**config.mk**
```make
export PLATFORM = sky130hd
export DESIGN_NAME = sig_gen_ctrl
export DESIGN_NICKNAME = d
export VERILOG_FILES = /design/src/rtl/sig_gen_pkg.sv /design/src/rtl/sig_gen_prescaler.sv /design/src/rtl/sig_gen_ctrl.sv
export SDC_FILE = /design/constraint.sdc
export NUM_CORES = 1
export LEC_CHECK = 0
export CAP_MARGIN = 20
export CORE_MARGIN = 2
export CORE_UTILIZATION = 54
export CTS_BUF_LIST = sky130_fd_sc_hd__clkbuf_4 sky130_fd_sc_hd__clkbuf_8
export DETAILED_ROUTE_END_ITERATION = 6
export GPL_ROUTABILITY_DRIVEN = 0
export PLACE_DENSITY = 0.8
export SYNTH_ARGS = -nofsm -noshare
export SYNTH_HDL_FRONTEND = slang
export SYNTH_SLANG_ARGS = --single-unit
```
**constraint.sdc**
```tcl
create_clock -name clk -period 2.3 [get_ports clk]
set_clock_uncertainty 0.05 [all_clocks]
set_input_delay 0.345 -clock clk [delete_from_list [all_inputs] [get_ports clk]]
set_output_delay 0.345 -clock clk [all_outputs]
set_load 0.01 [all_outputs]
```
**src/rtl/sig_gen_pkg.sv**
```systemverilog
// Shared types and defaults for the waveform-ROM sequencer.
// Build option SIG_GEN_CTRL_AMP_EN enables amplitude scaling in sig_gen_ctrl.
package sig_gen_pkg;

  localparam int ADDR_W_DEFAULT = 7;
  localparam int DATA_W_DEFAULT = 8;
  localparam int ROM_DEPTH      = 1 << ADDR_W_DEFAULT;

  typedef enum logic [1:0] {
    IDLE  = 2'd0,
    RUN   = 2'd1,
    DRAIN = 2'd2
  } state_t;

endpackage

```
**src/rtl/sig_gen_prescaler.sv**
```systemverilog
// Sample-rate prescaler: counts 0..div_i while enabled and flags a tick on the
// terminal count, then wraps to 0. clear_i holds the count at 0.
module sig_gen_prescaler (
  input  logic       clk,
  input  logic       rst_n,
  input  logic       clear_i,
  input  logic       en_i,
  input  logic [7:0] div_i,
  output logic       tick_o
);

  logic [7:0] cnt_q, cnt_d;
  logic       terminal;

  always_comb begin
    terminal = (cnt_q == div_i);
    cnt_d    = cnt_q;
    if (clear_i) begin
      cnt_d = 8'd0;
    end else if (en_i) begin
      cnt_d = terminal ? 8'd0 : cnt_q + 8'd1;
    end
  end

  always_ff @(posedge clk or negedge rst_n) begin
    if (!rst_n) begin
      cnt_q <= 8'd0;
    end else begin
      cnt_q <= cnt_d;
    end
  end

  assign tick_o = en_i && terminal;

endmodule

```
**src/rtl/sig_gen_ctrl.sv**
```systemverilog
// Waveform-ROM sequencer: prescaled phase accumulator with continuous/burst modes.
// Define SIG_GEN_CTRL_AMP_EN to add the amp port and scale samples by amp/256.
module sig_gen_ctrl
  import sig_gen_pkg::*;
#(
  parameter int ADDR_W = ADDR_W_DEFAULT,
  parameter int DATA_W = DATA_W_DEFAULT
) (
  input  logic              clk,
  input  logic              rst_n,
  input  logic              start,
  input  logic              stop,
  input  logic              burst_mode,
  input  logic [ADDR_W-1:0] step,
  input  logic [7:0]        div,
  input  logic [7:0]        burst_n,
`ifdef SIG_GEN_CTRL_AMP_EN
  input  logic [7:0]        amp,
`endif
  output logic [ADDR_W-1:0] address,
  output logic              rom_rd,
  input  logic [DATA_W-1:0] rom_q,
  output logic [DATA_W-1:0] q,
  output logic              q_vld,
  output logic              cout,
  output logic              busy,
  output logic              done
);

  state_t            state_q, state_d;
  logic [ADDR_W-1:0] step_q, addr_q, addr_d;
  logic [7:0]        div_q, burst_n_q, period_q, period_d, period_inc;
  logic              burst_mode_q;
  logic              rd_pend_q, q_vld_q, done_q;
  logic [DATA_W-1:0] sample_q, sample_d;
  logic [ADDR_W:0]   sum;
  logic              launch, presc_tick, tick, wrap, burst_end;

  sig_gen_prescaler u_prescaler (
    .clk     (clk),
    .rst_n   (rst_n),
    .clear_i (state_q != RUN),
    .en_i    (state_q == RUN),
    .div_i   (div_q),
    .tick_o  (presc_tick)
  );

  // Stop beats start, and suppresses the tick on its own cycle.
  always_comb begin
    launch     = (state_q == IDLE) && start && !stop;
    tick       = (state_q == RUN) && !stop && presc_tick;
    sum        = {1'b0, addr_q} + {1'b0, step_q};
    wrap       = sum[ADDR_W];
    period_inc = period_q + 8'd1;
    burst_end  = tick && wrap && burst_mode_q && (period_inc == burst_n_q);
  end

  always_comb begin
    state_d  = state_q;
    addr_d   = addr_q;
    period_d = period_q;
    case (state_q)
      IDLE: begin
        if (launch) begin
          state_d  = RUN;
          addr_d   = '0;
          period_d = 8'd0;
        end
      end
      RUN: begin
        if (stop) begin
          state_d = DRAIN;
        end else if (tick) begin
          addr_d = sum[ADDR_W-1:0];
          if (wrap) period_d = period_inc;
          if (burst_end) state_d = DRAIN;
        end
      end
      DRAIN: begin
        if (!rd_pend_q) state_d = IDLE;
      end
      default: state_d = IDLE;
    endcase
  end

  always_ff @(posedge clk or negedge rst_n) begin
    if (!rst_n) begin
      state_q  <= IDLE;
      addr_q   <= '0;
      period_q <= 8'd0;
      done_q   <= 1'b0;
    end else begin
      state_q  <= state_d;
      addr_q   <= addr_d;
      period_q <= period_d;
      done_q   <= (state_q == DRAIN) && (state_d == IDLE);
    end
  end

  // Configuration is frozen at start; zero step/burst count means one.
  always_ff @(posedge clk or negedge rst_n) begin
    if (!rst_n) begin
      step_q       <= '0;
      div_q        <= 8'd0;
      burst_n_q    <= 8'd0;
      burst_mode_q <= 1'b0;
    end else if (launch) begin
      step_q       <= (step == '0) ? ADDR_W'(1) : step;
      div_q        <= div;
      burst_n_q    <= (burst_n == 8'd0) ? 8'd1 : burst_n;
      burst_mode_q <= burst_mode;
    end
  end

`ifdef SIG_GEN_CTRL_AMP_EN
  logic [7:0]          amp_q;
  logic [DATA_W+7:0]   product;

  always_ff @(posedge clk or negedge rst_n) begin
    if (!rst_n) begin
      amp_q <= 8'd0;
    end else if (launch) begin
      amp_q <= amp;
    end
  end

  always_comb begin
    product  = {8'd0, rom_q} * {{DATA_W{1'b0}}, amp_q};
    sample_d = product[DATA_W+7:8];
  end
`else
  assign sample_d = rom_q;
`endif

  // rd_pend_q marks ROM data arriving this cycle; it is captured into q next edge.
  always_ff @(posedge clk or negedge rst_n) begin
    if (!rst_n) begin
      rd_pend_q <= 1'b0;
      q_vld_q   <= 1'b0;
      sample_q  <= '0;
    end else begin
      rd_pend_q <= tick;
      q_vld_q   <= rd_pend_q;
      if (rd_pend_q) sample_q <= sample_d;
    end
  end

  assign address = addr_q;
  assign rom_rd  = tick;
  assign cout    = tick && wrap;
  assign busy    = (state_q != IDLE);
  assign done    = done_q;
  assign q       = sample_q;
  assign q_vld   = q_vld_q;

endmodule

```
Yosys cells after proc, flatten, opt, wreduce, memory -nomap -nowiden --
Cells that the tools add are included. Widths: inputs -> output; s select.
Storage, ports and cells: bits in registers 60, output and inout port bits 20, logic and storage cells 63
Operators by class: add/sub/neg operators 3, eq/ne operators 9, multiplexer cells 20, reductions and logical operators 19
Operators with widths (number):
- $mux 8 | 8
- $mux 7 | 4
- $add 8x1->8 const B | 2
- $eq 8x8->1 | 2
- $pmux 8 s2 | 1
- $pmux 7 s2 | 1
- $mux 2 | 5
- $logic_and 1x1->1 | 9
- $add 7x7->8 | 1
- $logic_not 8->1 | 1
- $ne 2x2->1 const B | 4
- $logic_not 7->1 | 1
- $pmux 2 s3 | 1
- $reduce_bool 2->1 | 3
- $reduce_and 5->1 | 1
- $logic_not 2->1 | 2
- $reduce_and 4->1 | 1
- $eq 2x1->1 const B | 1
- $eq 2x2->1 const B | 1
- $ne 2x1->1 const B | 1
- $logic_not 1->1 | 1

Longest topological paths before layout --
Gate-level depths: netlist of the first run.
depth after elaboration 12, mapped depth 9, mapped depth without buffers 9

By module --
Synthesis of the first run repeated with hierarchy kept, for this count alone.
Unflattened totals: cells, all modules 318, area, all modules 3093.0 sq um
Modules (own cells, without submodules):
- sig_gen_ctrl | instances 1, cells each 267, area an instance 2565.0 sq um
- sig_gen_prescaler | instances 1, cells each 51, area an instance 528.0 sq um

Worst setup path before layout of the first run --
Ideal clock, no wire load.
path type register to register, from reg addr_q[1], in the netlist address[1], to reg period_q[2], library setup time 124 ps, arrival 1877 ps, slack 249 ps, cell stages (with the launch flop) 9, buffers on the path 1, cell sequence dfrtp_1 ha_1 a21o_1 nand4_1 a21oi_1 nor2_1 a21o_1 buf_2 a211o_1
On the way: cells in the longest elaborated chain, start to end 3
RTL lines:
- from (decl) | line sig_gen_ctrl.sv:31 | logic [ADDR_W-1:0] step_q, addr_q, addr_d;
- from (signal assigned) | line sig_gen_ctrl.sv:94 | addr_q <= addr_d;
- $add 7x7->8 | line sig_gen_ctrl.sv:52 | sum = {1'b0, addr_q} + {1'b0, step_q};
- $ne 2x2->1 (no line)
- $reduce_and 5->1 (no line)
- to (signal assigned) | line sig_gen_ctrl.sv:95 | period_q <= period_d;
- to (decl) | line sig_gen_ctrl.sv:32 | logic [7:0] div_q, burst_n_q, period_q, period_d, period_inc;
Every way passes these cells. A chain may end at the register's enable or synchronous reset.

Worst setup path in the final report of the first run --
from reg div_q[2], to out cout
On the way: cells in the longest elaborated chain, start to end 4
RTL lines:
- from (decl) | line sig_gen_ctrl.sv:32
- from (signal assigned) | line sig_gen_ctrl.sv:109 | div_q <= div;
- $eq 8x8->1 | line sig_gen_prescaler.sv:16 | terminal = (cnt_q == div_i);
- $logic_and 1x1->1 | line sig_gen_prescaler.sv:33 | assign tick_o = en_i && terminal;
- $logic_and 1x1->1 | line sig_gen_ctrl.sv:51 | tick = (state_q == RUN) && !stop && presc_tick;
- $logic_and 1x1->1 | line sig_gen_ctrl.sv:150 | assign cout = tick && wrap;
- to (decl) | line sig_gen_ctrl.sv:25 | output logic cout,
Every way passes these cells.

==> metrics.csv, run 1 <==
metric,value,unit
cts_max_level,3,
synth_xor_area_share,7.18,%
end_kind,primary output,
muxShareOfSynthArea,3.65,%
min-delay-start,step_q[6],
std_cell_rows,27,
setup_slack,-0.00770,ns
path_class,reg2out,
ys.flop_type,dfrtp_1,
whs,0.440,ns
synth-seq-cells,60,
holdPathStages,2,
hold_class,reg2reg,
yosys.area.top_type,dfrtp_1,
reg2reg_depth,10,
r2r_slack,0.09,ns
dpl_cell_area,3830,um2
ys_seq_area_share,49.3,%
timing.rr.end,period_q[4],
violations,setup timing,
synth_top_family_by_area,simple AND/OR/NAND/NOR gates,
fin_crit_sh,100,%
drt_iter0_drc,159,
synth_most_common_cell,nand2_1,
synth.distinct_cells,44,
synthCells,317,
arrival,1.91,ns
grt_max_degree,34,
num_vias,2538,
worstReg2RegStart,div_q[2],
drv_slew,0,
cts_buffer_depth,2,
clockRootBuffer,clkbuf_8,
holdPathEnd,step_q[6],
fin_crit,2.31,ns
status,"finished, violations left",
cp.required,1.90,ns
cap_viol_max_count,0,
route.detailed.drc,0,
leakage,1.97,nW
worst_pin_slew,0.582,ns
cts_buffers,9,
rsz0062_at_grt,true,
core,5470,um2
power_density,740,nW/um2
grt_pass1_wl,11200,um
firstDrtPassIters,4,
ys_top_cells_by_count,"79 x nand2_1, 60 x dfrtp_1, 17 x nand3_1, 17 x nor2_1, 13 x xnor2_1",
diodes,0,
syn_area,3050,um2
io_buffers,55,
setup_violations,1,
die_area,6260,um2
synth_fp_nets,363,
synth_enable_flop_cells,0,
async_flop_share,100,%
clock_latency,0.33,ns
drive_gt1_share,18.4,%
die_w,79.1,um
initial_core_util,55.7,%
viasPerCell,5.29,
ant_nets,0,
grt_usage,23.0,%
peakVddDrop,0.000515,V
crit_fanout,2,
dp_hpwl,4700,um
postSynthAreaPerCell,9.61,um2
clkTransAtPathRegs,0.06,ns
fmax,433,MHz
die_h,79.1,um
wire_per_inst,14.0,um
cp-start-kind,flip-flop,
yosysWarnings,0,
yosys.area_share.simple,21.6,%
antenna_found_initial,0,
hold_violations,0,
synth_compound_area_share,10.7,%
nNetsFinal,450,
io_pins,56,
overflow,0,
finalWirelength,6710,um
yosysTopAreaCellShare,49.3,%
synthToLayoutAreaGrowth,34.3,%
yosys-top-cells-area,"dfrtp_1 49%, nand2_1 9.7%, xnor2_1 3.7%, ha_1 3.7%, xor2_1 3.4%",
cts_num_sinks,60,
final_cell_area,4090,um2
max_slew_margin,61.1,%
synthAdderAreaFrac,4.35,%
cts_tree,yes,
grt_pass1_vias,2449,
==> cell usage in the layout, fill, tap and decap left out, types with 2 or more instances in the layout <==
master / instances
nor2_1: 17
clkdlybuf4s50_1: 52
nor3b_1: 3
clkinv_2: 3
nand2_1: 79
clkbuf_4: 3
nand4_1: 4
a21oi_1: 7
ha_1: 9
nand3_1: 17
a21o_1: 5
xor2_1: 12
dfrtp_1: 60
a211o_1: 4
clkbuf_8: 9
o21ai_0: 11
nor3_1: 4
nor2b_1: 6
o21a_1: 2
nor3b_2: 2
buf_6: 5
nor3_2: 2
mux2_2: 9
xnor2_1: 13
and3_1: 3
inv_1: 8
nor4_1: 2
o31ai_1: 2
buf_4: 30
==> timing repair <==
| item | CTS | global route |
|---|---|---|
| setup buffers | 10 | 1 |
| hold buffers | 1 | 0 |
| pin swaps | 9 | 6 |
| endpoints found under the hold margin | 22 | 0 |
| endpoints found under the setup margin | 2 | 10 |
| resized for setup | 18 | 6 |
==> state kept, by name, indices dropped and copies added (netlist names) <==
name and cells:
div_q 8, step_q 7, rd_pend_q 1, period_q 8
burst_n_q 8, q_vld 1, q 8, address 7
state_q 2, burst_mode_q 1, u_prescaler.cnt_q 8, done 1
==> worst max path at each step <==
stage | startpoint | depth (start not counted) | slack, ns | end
final | div_q[2] | 7 | -0.008 | cout
after global routing | div_q[2] | 7 | -0.09 | cout
after CTS | u_prescaler.cnt_q[2] | 7 | -0.04 | cout
after detailed placement | stop | 7 | -0.24 | cout
after global placement | stop | 7 | -0.23 | cout
after floorplan | address[1] | 8 | 0.25 | period_q[2]
==> layer usage <==
metal / vias up / wire, um / part of all wire, % / track usage (%)
li1: 1245 / - / - / -
met1: 1223 / 3090 / 46 / 30.7
met2: 59 / 3210 / 48 / 36.8
met3: 11 / 320 / 4.8 / 4.55
met4: 0 / 97 / 1.4 / 9.48
met5: - / 0 / 0 / 0
==> cells by family (layout without fill, tap and decap cells) <==
group	count (synthesis)	in the layout
buffers and inverters	24	115
adders and majority gates	10	10
muxes	10	10
DFF	60	60
AOI/OAI and AO/OA	44	44
xor gates and xnor gates	25	25
and+or+nand+nor	144	144
==> per-stage QoR <==
stage                     worst slack [ns]  std cells  total power, mW  setup TNS, ns  utilization, %
after global routing               -0.0911        480             3.20        -0.0987            74.8
after detailed placement            -0.238        457             2.19         -0.466            69.9
final                             -0.00770        480             3.03       -0.00770            74.8
after CTS                          -0.0402        481             3.04        -0.0402            74.7
after floorplan                      0.249        317             1.83              0               -
after global placement              -0.227        457             2.16         -0.437            69.9
==> power by group <==
part,leakage (nW),switching (mW),internal [mW],total [mW]
clock network,0.0902,0.373,0.415,0.789
logic,1.09,0.377,0.467,0.844
registers,0.790,0.150,1.25,1.40
==> final cells by class <==
type / count / area [um2]
Clock buffer: 12 / 146
Clock inverter: 3 / 15.0
Fill cell: 386 / 1380
Inverter: 10 / 40.0
Multi-Input combinational cell: 233 / 1470
Sequential cell: 60 / 1500
Tap cell: 72 / 90.1
Timing Repair Buffer: 90 / 832
==> worst max-delay path, stage by stage (launching register included) <==
cell	delay, ns
dfrtp_1	0.39
xnor2_1	0.20
nand4_1	0.15
buf_4	0.16
or3_4	0.34
o21bai_4	0.18
inv_2	0.07
buf_6	0.10
Power figures use the tool's default switching activity.
==> inputs of run 2 (changes only) <==
--- a/config.mk
+++ b/config.mk
@@ -11,6 +11,7 @@
 export CTS_BUF_LIST = sky130_fd_sc_hd__clkbuf_4 sky130_fd_sc_hd__clkbuf_8
 export DETAILED_ROUTE_END_ITERATION = 6
 export GPL_ROUTABILITY_DRIVEN = 0
+export GPL_TIMING_DRIVEN = 0
 export PLACE_DENSITY = 0.8
 export SYNTH_ARGS = -nofsm -noshare
 export SYNTH_HDL_FRONTEND = slang
==> run 2 against run 1 <==
The run still ends with setup timing left; first-iteration DRC count shrank 24%; via count grew 0.99%; clock power grew 26%; cell count is the same; register-to-register slack gained 0.09 ns; core utilization grew 0.50 points; non-clock buffer count shrank 1; critical endpoint unchanged; highest routed layer unchanged.
==> metrics.csv, run 2 (synthesis results as in run 1) <==
metric,value,unit,change
grt_pass1_wl,12400,um,+11%
std_cell_rows,27,,unchanged
cp.required,1.90,ns,about the same
cts_buffer_depth,2,,unchanged
whs,0.325,ns,-0.116 ns
rsz0062_at_grt,true,,
grt.met1_usage,30.6,%,-0.098 points
die_w,79.1,um,unchanged
drt_iter0_drc,121,,-24%
fin_cells,480,,unchanged
met2_usage,43.6,%,+6.8 points
max_slew_margin,58.1,%,-3.0 points
setup_slack,-0.0453,ns,-0.0376 ns
dp.cells,445,,-2.6%
core,5470,um2,unchanged
arrival,1.95,ns,+0.04 ns
grt_max_degree,39,,+15%
cts_buffers,9,,unchanged
diodes,0,,unchanged
grt_usage,25.8,%,+2.8 points
cap_viol_max_count,0,,unchanged
fmax,426,MHz,-1.6%
reg2reg_depth,12,,+2
num_vias,2563,,+0.99%
end_kind,primary output,,
cts_max_level,3,,unchanged
cts_tree,yes,,
hold_violations,0,,unchanged
fin_crit_sh,102,%,+1.6 points
clock_latency,0.34,ns,about the same
setup_violations,2,,+1
clockRootBuffer,clkbuf_8,,
leakage,1.94,nW,-1.5%
fin_setup_tns,-0.0701,ns,-0.0624 ns
worst_pin_slew,0.627,ns,+0.0449 ns
peakVddDrop,0.000536,V,+4.0%
holdPathStages,0,,-2
route.detailed.drc,0,,unchanged
nFillCells,399,,+3.4%
finalWirelength,7300,um,+8.7%
dp_hpwl,4780,um,+1.6%
overflow,0,,unchanged
hold_class,reg2reg,,
layout_common_cells,"78 x nand2_1, 59 x dfrtp_1, 52 x clkdlybuf4s50_1",,
cts_num_sinks,60,,unchanged
crit_path_top_delay_cell,or3_4,,
ant_nets,0,,unchanged
nNetsFinal,449,,-0.22%
violations,setup timing,,
io_pins,56,,unchanged
fin_crit,2.35,ns,+0.0376 ns
clkTransAtPathRegs,0.07,ns,about the same
power_density,780,nW/um2,+5.4%
path_cells,"xnor2_1, nand4_1, or3_4, o21bai_4, inv_4, buf_6",,
synthToLayoutAreaGrowth,35.2,%,
io_buffers,55,,unchanged
die_area,6260,um2,unchanged
grtUsageMet3,5.23,%,+0.68 points
viasPerCell,5.34,,+0.99%
critPathMaxStageDelay,0.45,ns,+0.06 ns
wire_per_inst,15.2,um,+8.7%
status,"finished, violations left",,
cp.depth,6,,-1
final_cell_area,4120,um2,+0.67%
layout_commonest_cell,nand2_1,,
firstDrtPassIters,4,,unchanged
drive_gt1_share,17.4,%,-0.98 points
crit_fanout,3,,+1
initial_core_util,55.7,%,unchanged
dpl_cell_area,3700,um2,-3.2%
cp-start-kind,flip-flop,,
antenna_found_initial,0,,unchanged
path_class,reg2out,,
path_delay_family,simple AND/OR/NAND/NOR gates,,
die_h,79.1,um,unchanged
grt_busiest_layer,met2,,
total_power,3.21,mW,+6.1%
drv_slew,0,,unchanged
worst-path-buf-inv,2,,-1
grt_pass1_vias,2796,,+14%
## run 2: power breakdown
part	switching [mW]	internal, mW	total [mW]
registers	0.141	1.25	1.39
clock network	0.424	0.568	0.992
logic	0.392	0.443	0.834
total	0.957	2.26	3.21
## run 2: worst reg2reg max path, cell delays in order, from the launching register on
cell     delay, ns
dfrtp_1       0.39
ha_1          0.29
a21o_1        0.16
nand4_1       0.14
buf_4         0.17
buf_4         0.12
buf_4         0.13
buf_6         0.11
buf_6         0.10
buf_6         0.10
nand2_2       0.06
xnor2_1       0.11
o21ai_1       0.08
## run 2: worst paths after layout
kind,slack [ns],from,to
max,-0.05,div_q[5],cout
min,0.32,rd_pend_q,q_vld
max reg2reg,0.18,step_q[1],address[5]
min reg2reg,0.32,rd_pend_q,q_vld
max in group asynchronous,1.13,rst_n,u_prescaler.cnt_q[0]
min in group asynchronous,0.46,rst_n,q[1]
## run 2: area by class of cell
class	count	area [um2]	share of cell area, %
Buffer	9	35.0	0.850
Clock buffer	12	159	3.86
Clock inverter	4	47.5	1.15
Inverter	10	40.0	0.972
Multi-Input combinational cell	233	1480	36.0
Sequential cell	60	1500	36.5
Tap cell	72	90.1	2.19
Timing Repair Buffer	80	762	18.5
## run 2: stage by stage
stage	setup slack, ns	utilization [%]
after detailed placement	-0.593	67.7
after CTS	-0.0211	75.9
after global placement	-1.06	67.4
after global routing	-0.125	75.3
final	-0.0453	75.3
after floorplan	0.249	-
## run 2: layer usage
metal	wire length [um]	vias to the layer above
met5	0	-
met4	281	0
met3	342	29
met2	3560	85
met1	3110	1200
li1	-	1249
## run 2: timing repair
action / CTS / global route
setup endpoints to repair: 2 / 13
gates resized for setup: 24 / 3
pin swaps: 15 / 9
buffers inserted: 27 / 2
endpoints found under the hold margin: 22 / 0
hold buffers: 1 / 0
